--- src/rtl/pwm_breather.sv ---
// Multi-channel LED breathing PWM with exponential/linear duty ramps.
// Define PWM_BREATHER_ACTIVE_LOW_EN for sink-driven (active-low) LEDs.
module pwm_breather #(
   parameter int CHANNELS   = 4,
   parameter int DUTY_BITS  = 8,
   parameter int PRESC_BITS = 16
) (
   input  logic                  clk,
   input  logic                  rst,
   input  logic                  en,
   input  logic                  mode,
   input  logic [PRESC_BITS-1:0] step_period,
   output logic [CHANNELS-1:0]   led,
   output logic                  cycle_done
);

`ifdef PWM_BREATHER_ACTIVE_LOW_EN
   localparam logic POL = 1'b1;
`else
   localparam logic POL = 1'b0;
`endif

   localparam logic [DUTY_BITS-1:0] DMAX = '1;

   typedef enum logic {DOWN = 1'b0, UP = 1'b1} dir_t;

   logic [DUTY_BITS-1:0]  pcnt;
   logic [PRESC_BITS-1:0] presc;
   logic                  tick;
   logic                  turn0;
   logic [CHANNELS-1:0]   raw;
   logic [DUTY_BITS-1:0]  duty     [CHANNELS];
   logic [DUTY_BITS-1:0]  duty_nxt [CHANNELS];
   dir_t                  dir      [CHANNELS];
   dir_t                  dir_nxt  [CHANNELS];

   // Staggered start: channel i begins at 2^(i mod (DUTY_BITS+1)) - 1.
   function automatic logic [DUTY_BITS-1:0] rst_duty(input int i);
      int s;
      s = i % (DUTY_BITS + 1);
      return DUTY_BITS'((64'd1 << s) - 64'd1);
   endfunction

   function automatic logic [DUTY_BITS-1:0] up_step(
      input logic [DUTY_BITS-1:0] d,
      input logic                 lin
   );
      if (lin) return d + DUTY_BITS'(1);
      if (d[DUTY_BITS-1]) return DMAX;
      return {d[DUTY_BITS-2:0], 1'b1};
   endfunction

   function automatic logic [DUTY_BITS-1:0] down_step(
      input logic [DUTY_BITS-1:0] d,
      input logic                 lin
   );
      if (lin) return d - DUTY_BITS'(1);
      return d >> 1;
   endfunction

   always_comb begin
      tick  = en && (presc >= step_period);
      turn0 = tick && (dir[0] == DOWN) && (duty[0] == '0);
      raw   = '0;
      for (int i = 0; i < CHANNELS; i++) begin
         duty_nxt[i] = duty[i];
         dir_nxt[i]  = dir[i];
         raw[i]      = pcnt < duty[i];
         if (tick) begin
            unique case (1'b1)
               (dir[i] == UP) && (duty[i] == DMAX): begin
                  dir_nxt[i]  = DOWN;
                  duty_nxt[i] = down_step(duty[i], mode);
               end
               (dir[i] == DOWN) && (duty[i] == '0): begin
                  dir_nxt[i]  = UP;
                  duty_nxt[i] = up_step(duty[i], mode);
               end
               (dir[i] == UP) && (duty[i] != DMAX):
                  duty_nxt[i] = up_step(duty[i], mode);
               default:
                  duty_nxt[i] = down_step(duty[i], mode);
            endcase
         end
      end
   end

   always_ff @(posedge clk) begin
      if (rst) begin
         pcnt       <= '0;
         presc      <= '0;
         cycle_done <= 1'b0;
         led        <= {CHANNELS{POL}};
         for (int i = 0; i < CHANNELS; i++) begin
            duty[i] <= rst_duty(i);
            dir[i]  <= UP;
         end
      end else begin
         pcnt       <= pcnt + DUTY_BITS'(1);
         cycle_done <= turn0;
         led        <= raw ^ {CHANNELS{POL}};
         if (tick) presc <= '0;
         else if (en) presc <= presc + PRESC_BITS'(1);
         for (int i = 0; i < CHANNELS; i++) begin
            duty[i] <= duty_nxt[i];
            dir[i]  <= dir_nxt[i];
         end
      end
   end

endmodule

--- config.mk ---
export PLATFORM = sky130hd
export DESIGN_NAME = pwm_breather
export DESIGN_NICKNAME = d
export VERILOG_FILES = /design/src/rtl/pwm_breather.sv
export SDC_FILE = /design/constraint.sdc
export NUM_CORES = 1
export LEC_CHECK = 0
export ABC_CLOCK_PERIOD_IN_PS = 5800
export BUFFER_PORTS_ARGS = -buffer_cell sky130_fd_sc_hd__buf_4
export CAP_MARGIN = 40
export CORE_ASPECT_RATIO = 0.9
export CORE_MARGIN = 2
export CORE_UTILIZATION = 35
export CTS_BUF_LIST = sky130_fd_sc_hd__clkbuf_4 sky130_fd_sc_hd__clkbuf_8
export CTS_CLUSTER_SIZE = 14
export DETAILED_ROUTE_END_ITERATION = 6
export HOLD_SLACK_MARGIN = 0.08
export REMOVE_ABC_BUFFERS = 1
export SLEW_MARGIN = 10
export SYNTH_ARGS = -nofsm -noshare
export SYNTH_HDL_FRONTEND = slang
export SYNTH_SLANG_ARGS = --single-unit
export TNS_END_PERCENT = 50
--- constraint.sdc ---
create_clock -name clk -period 5.8 [get_ports clk]
set_clock_uncertainty 0.1 [all_clocks]
set_input_delay 1.16 -clock clk [delete_from_list [all_inputs] [get_ports clk]]
set_output_delay 1.16 -clock clk [all_outputs]
set_load 0.005 [all_outputs]
# Word level (Yosys, flattened, before mapping)
# Memory sizes are Yosys's and may differ from the RTL's.
# Cells that the tools add are included.
[totals] ff_bits=29 mem_bits_rw=36 out_inout_bits=5 wordCells=189 mem_count=2
[op_classes] add_sub_neg=10 n_lt_le_gt_ge=5 eq_ne=8 muxes=124 bitwise_logic=12 n_reduce_logical=24
[memory_table] memory="duty" depth=4 width=8 read_ports=4 rd_clocked_by_memory_dff=0 wr=4 line_no="32" source="logic [DUTY_BITS-1:0] duty [CHANNELS];"
[memory_table] memory="dir" depth=4 width=1 read_ports=4 rd_clocked_by_memory_dff=0 wr=4 line_no="34" source="dir_t dir [CHANNELS];"
[ops] cell="8-bit two-way mux" n=44
[ops] cell="8-bit case mux with 3 select lines" n=4
[ops] cell="1-bit two-way mux" n=72
[ops] cell="8-bit by 1-bit adder with 8-bit output, second input constant" n=5
[ops] cell="8-bit equality test, second input constant" n=4
[ops] cell="8-bit logical NOT" n=4
[ops] cell="8-bit less-than comparator" n=4
[ops] cell="8-bit != test, second input constant" n=4
[ops] cell="8-bit by 1-bit subtractor with 8-bit output, second input constant" n=4
[ops] cell="16-bit by 1-bit adder with 16-bit output, second input constant" n=1
[ops] cell="16-bit >= comparator" n=1
[ops] cell="1-bit logical AND" n=15
[ops] cell="3-bit OR reduction" n=4
[ops] cell="1-bit OR" n=8
[ops] cell="1-bit case mux with 2 select lines" n=4
[ops] cell="1-bit inverter" n=4
[ops] cell="2-bit OR reduction" n=1

# Logic depth before layout (Yosys ltp)
[logic_depth] depth_word=12 ltp_mapped=10 ltp_nobuf=8

# Least setup slack after synthesis
# No wires, ideal clock.
[synth_path] kind="input port to flip-flop" from="in step_period[11]" to="mem dir[0] (netlist bit) (enable)" t_arrival_ns=2.719 setup_slack_ns=2.688 cell_stages=10 path_buffers=2 path_cell_list="inv_1 > ha_1 > nand4_1 > a211oi_1 > nand2_1 > o21ai_1 > clkbuf_1 > clkbuf_1 > nand2_1 > nand2_1"
[synth_rtl] element="from (decl)" line_no="12" source="input logic [PRESC_BITS-1:0] step_period,"
[synth_rtl] element="to (decl)" line_no="34"

==> reports/results.txt <==
Status - completed
Final period utilization - 59.2%
Hold Crit Class - register to register
Bufs on Longest Clock Path - 2
Pre-antenna DRT Iters - 4
# IOs - 25
Crit path launch type - input port
Yosys Warn Count - 0
Crit path buf inv count - 2
Kind of critical path - input port to register
Cell Area, Synth - 5450 um^2
P_leak - 2.38 nW
Final Max Tran Viols - 0
Syn Inst Count - 727
Initial antenna violation count - 0
RSZ-0062 raised after global routing - false
RePlAce Congestion - 0.843
Design Power - 1.09 mW
Setup slack, reg-to-reg - 2.89 ns
Final setup TNS - 0 ns
Via-per-instance ratio - 5.54
Die ar. - 16,600 um^2
Share of layout cells above drive strength 1 - 8.58%
CTS tree - done
Final ANT Viol Nets - 0
Max_cap viols - 0
GR Overflow Total - 0
DRC errors left - 0
Core Region - 15,300 um^2
Pwr per Cell Area - 182 nW/um^2
Post-synthesis to final-layout area growth - 10.2%
Area of the multi-input gates - 3710 um^2
DR vias - 5,128
Post-synth cell types - 65
Cell at the slowest stage of the critical path - o21a_1
Slew margin rel. - 44.2%
Die X - 136 um
R2R cell count - 8
Hold Buf Count CTS - 0
Row cnt - 43
Crit-path cells - buf_4 -> inv_1 -> ha_1 -> a211oi_1 -> o21ai_0 -> a31oi_1 -> o21a_1 -> nand2_1 -> and2_1
Share of flip-flops with an asynchronous set or reset - 0%
Post-cts sizing count - 0
TritonCTS Buffers - 9
Synthesized area per cell - 7.50 um^2
DR WL/cell - 14.5 um
Hold violation total from the final report - 0
Overall routed net length - 13,400 um
CP delay by family, top - compound AO/OA/AOI/OAI gates
WHS Endpoint - presc[15]
Post-synth top area share - 22.8%
Die Y - 122 um
Peak VDD IR - 0.000128 V
First-pass GRT wire length - 22,700 um
# clock sinks - 65
Post-synthesis sequential area ratio - 24.4%
Reg clk slew, reported paths - 0.07 ns
Synth area leader - dfxtp_1
Root Buffer Master - clkbuf_8
Number of global-route vias before repair - 4,546
Largest net degree at the start of global routing - 84
Clock period minus worst slack - 3.43 ns
Worst slew pin tran - 0.836 ns
Post-DP HPWL - 9120 um
Hold path cells - 2
Most used DFF post-synth - dfxtp_1
H-tree depth - 3
DP Area - 5740 um^2
Fmax - 0.291 GHz
Top post-synthesis cells by area - dfxtp_1, ha_1, nor2_1
RR Startpoint - presc[0]
Layout Nets - 793
Number of buffers added on ports - 24
Crit path max fanout - 17
Most frequent cell after synthesis - nor2_1
Critical Path AT - 3.47 ns
Hold Path Origin - presc[15]
Synthesis-stage register bit count - 65
DRT iter0 DRCs - 355
Setup-failing EPs final - 0
Post-synth top cells - nor2_1, dfxtp_1, ha_1, nand2_1, inv_1
Antenna cell count - 0
Clock latency on the worst-skew pair - 0.37 ns
Setup Fix Bufs, Post-CTS - 0
Final Cell Area - 6010 um^2
Fillers - 1,628
Worst R2R End - dir[1]
CP Capture Type - register
Reg area - 1330 um^2
Tot GR Track Use - 16.8%
CP max stage delay - 0.50 ns
Number of flops mapped to enable cells by yosys - 3
Worst EP required - 5.83 ns
Initial Utilization - 35.6%
## area by class of cell
class | instances | area share [%]
clock buffer | 9 | 2.06
clock inverter | 7 | 2.37
inverter | 53 | 3.31
multi-input combinational | 559 | 61.7
sequential | 65 | 22.1
tap | 202 | 4.20
timing repair buffer | 30 | 4.20
## worst max-delay path by stage
stage / start / slack, ns / to / depth (start not counted)
floorplan: step_period[11] / 1.64 / duty[2][7] / 8
global placement: step_period[2] / 1.48 / dir[1] / 9
detailed placement: step_period[4] / 1.93 / dir[1] / 9
CTS: step_period[4] / 2.32 / dir[1] / 9
global route: step_period[4] / 2.11 / dir[1] / 9
finish: step_period[4] / 2.37 / dir[1] / 9
## sequential cells by signal, summed over array words and instances, names as in the netlist
register	cells
pcnt	8
led	4
dir	4
duty	32
cycle_done	1
presc	16
## worst register-to-register path, delay by kind of cell (launching register included)
kind / cells / cell delay [ns]
simple gates: 3 / 0.88
flops: 1 / 0.42
compound gates: 3 / 0.95
buf+inv: 1 / 0.07
fa+ha+maj: 1 / 0.26
## metrics by stage
step | instances | util (%) | hold slack (ns) | setup WS, ns
2_1_floorplan | 677 | - | 0.342 | 1.64
3_3_place_gp | 907 | 37.2 | 0.414 | 1.48
3_5_place_dp | 909 | 37.5 | 0.424 | 1.93
4_1_cts | 925 | 39.2 | 0.443 | 2.32
5_1_grt | 925 | 39.2 | 0.455 | 2.11
6_report | 925 | 39.2 | 0.443 | 2.37
## cell families after synthesis
family | count (synthesis) | share of synthesized area, %
and+or+nand+nor | 259 | 23.1
DFF | 65 | 24.4
AOI/OAI and AO/OA | 200 | 24.8
buffers and inverters | 103 | 7.80
adders and majority gates | 55 | 12.6
xor gates and xnor gates | 40 | 6.42
muxes | 5 | 0.918
## metal layers
| metal | track usage [%] | share of wire (%) |
|---|---|---|
| met4 | 4.04 | 0.81 |
| met5 | 0 | 0 |
| met1 | 24.1 | 51 |
| met3 | 3.55 | 5.1 |
| met2 | 25.7 | 43 |
## power breakdown
part / switching [mW] / total [mW] / internal [mW] / leakage [nW]
registers: 0.00901 / 0.465 / 0.456 / 0.530
clock network: 0.202 / 0.531 / 0.330 / 0.133
logic: 0.0544 / 0.0974 / 0.0431 / 1.71
total: 0.265 / 1.09 / 0.829 / 2.38
## cells in the final DEF (no fill, tap or decap), drive strengths merged, types with 6 or more instances in the layout
cell / Yosys / layout
a21o: 10 / 10
nor4: 9 / 9
xor2: 14 / 14
a31o: 6 / 6
or4: 9 / 9
inv: 51 / 51
nand4: 16 / 16
and3: 9 / 9
nor2: 84 / 84
a211oi: 33 / 33
a21oi: 37 / 37
nor3: 23 / 23
ha: 55 / 55
a31oi: 12 / 12
clkbuf: 31 / 9
nand3: 35 / 35
o21ai: 51 / 51
o211ai: 7 / 7
xnor2: 26 / 26
nand2: 55 / 55
buf: 19 / 30
dfxtp: 62 / 62
o311ai: 6 / 6
(Power assumes the default switching activity.)
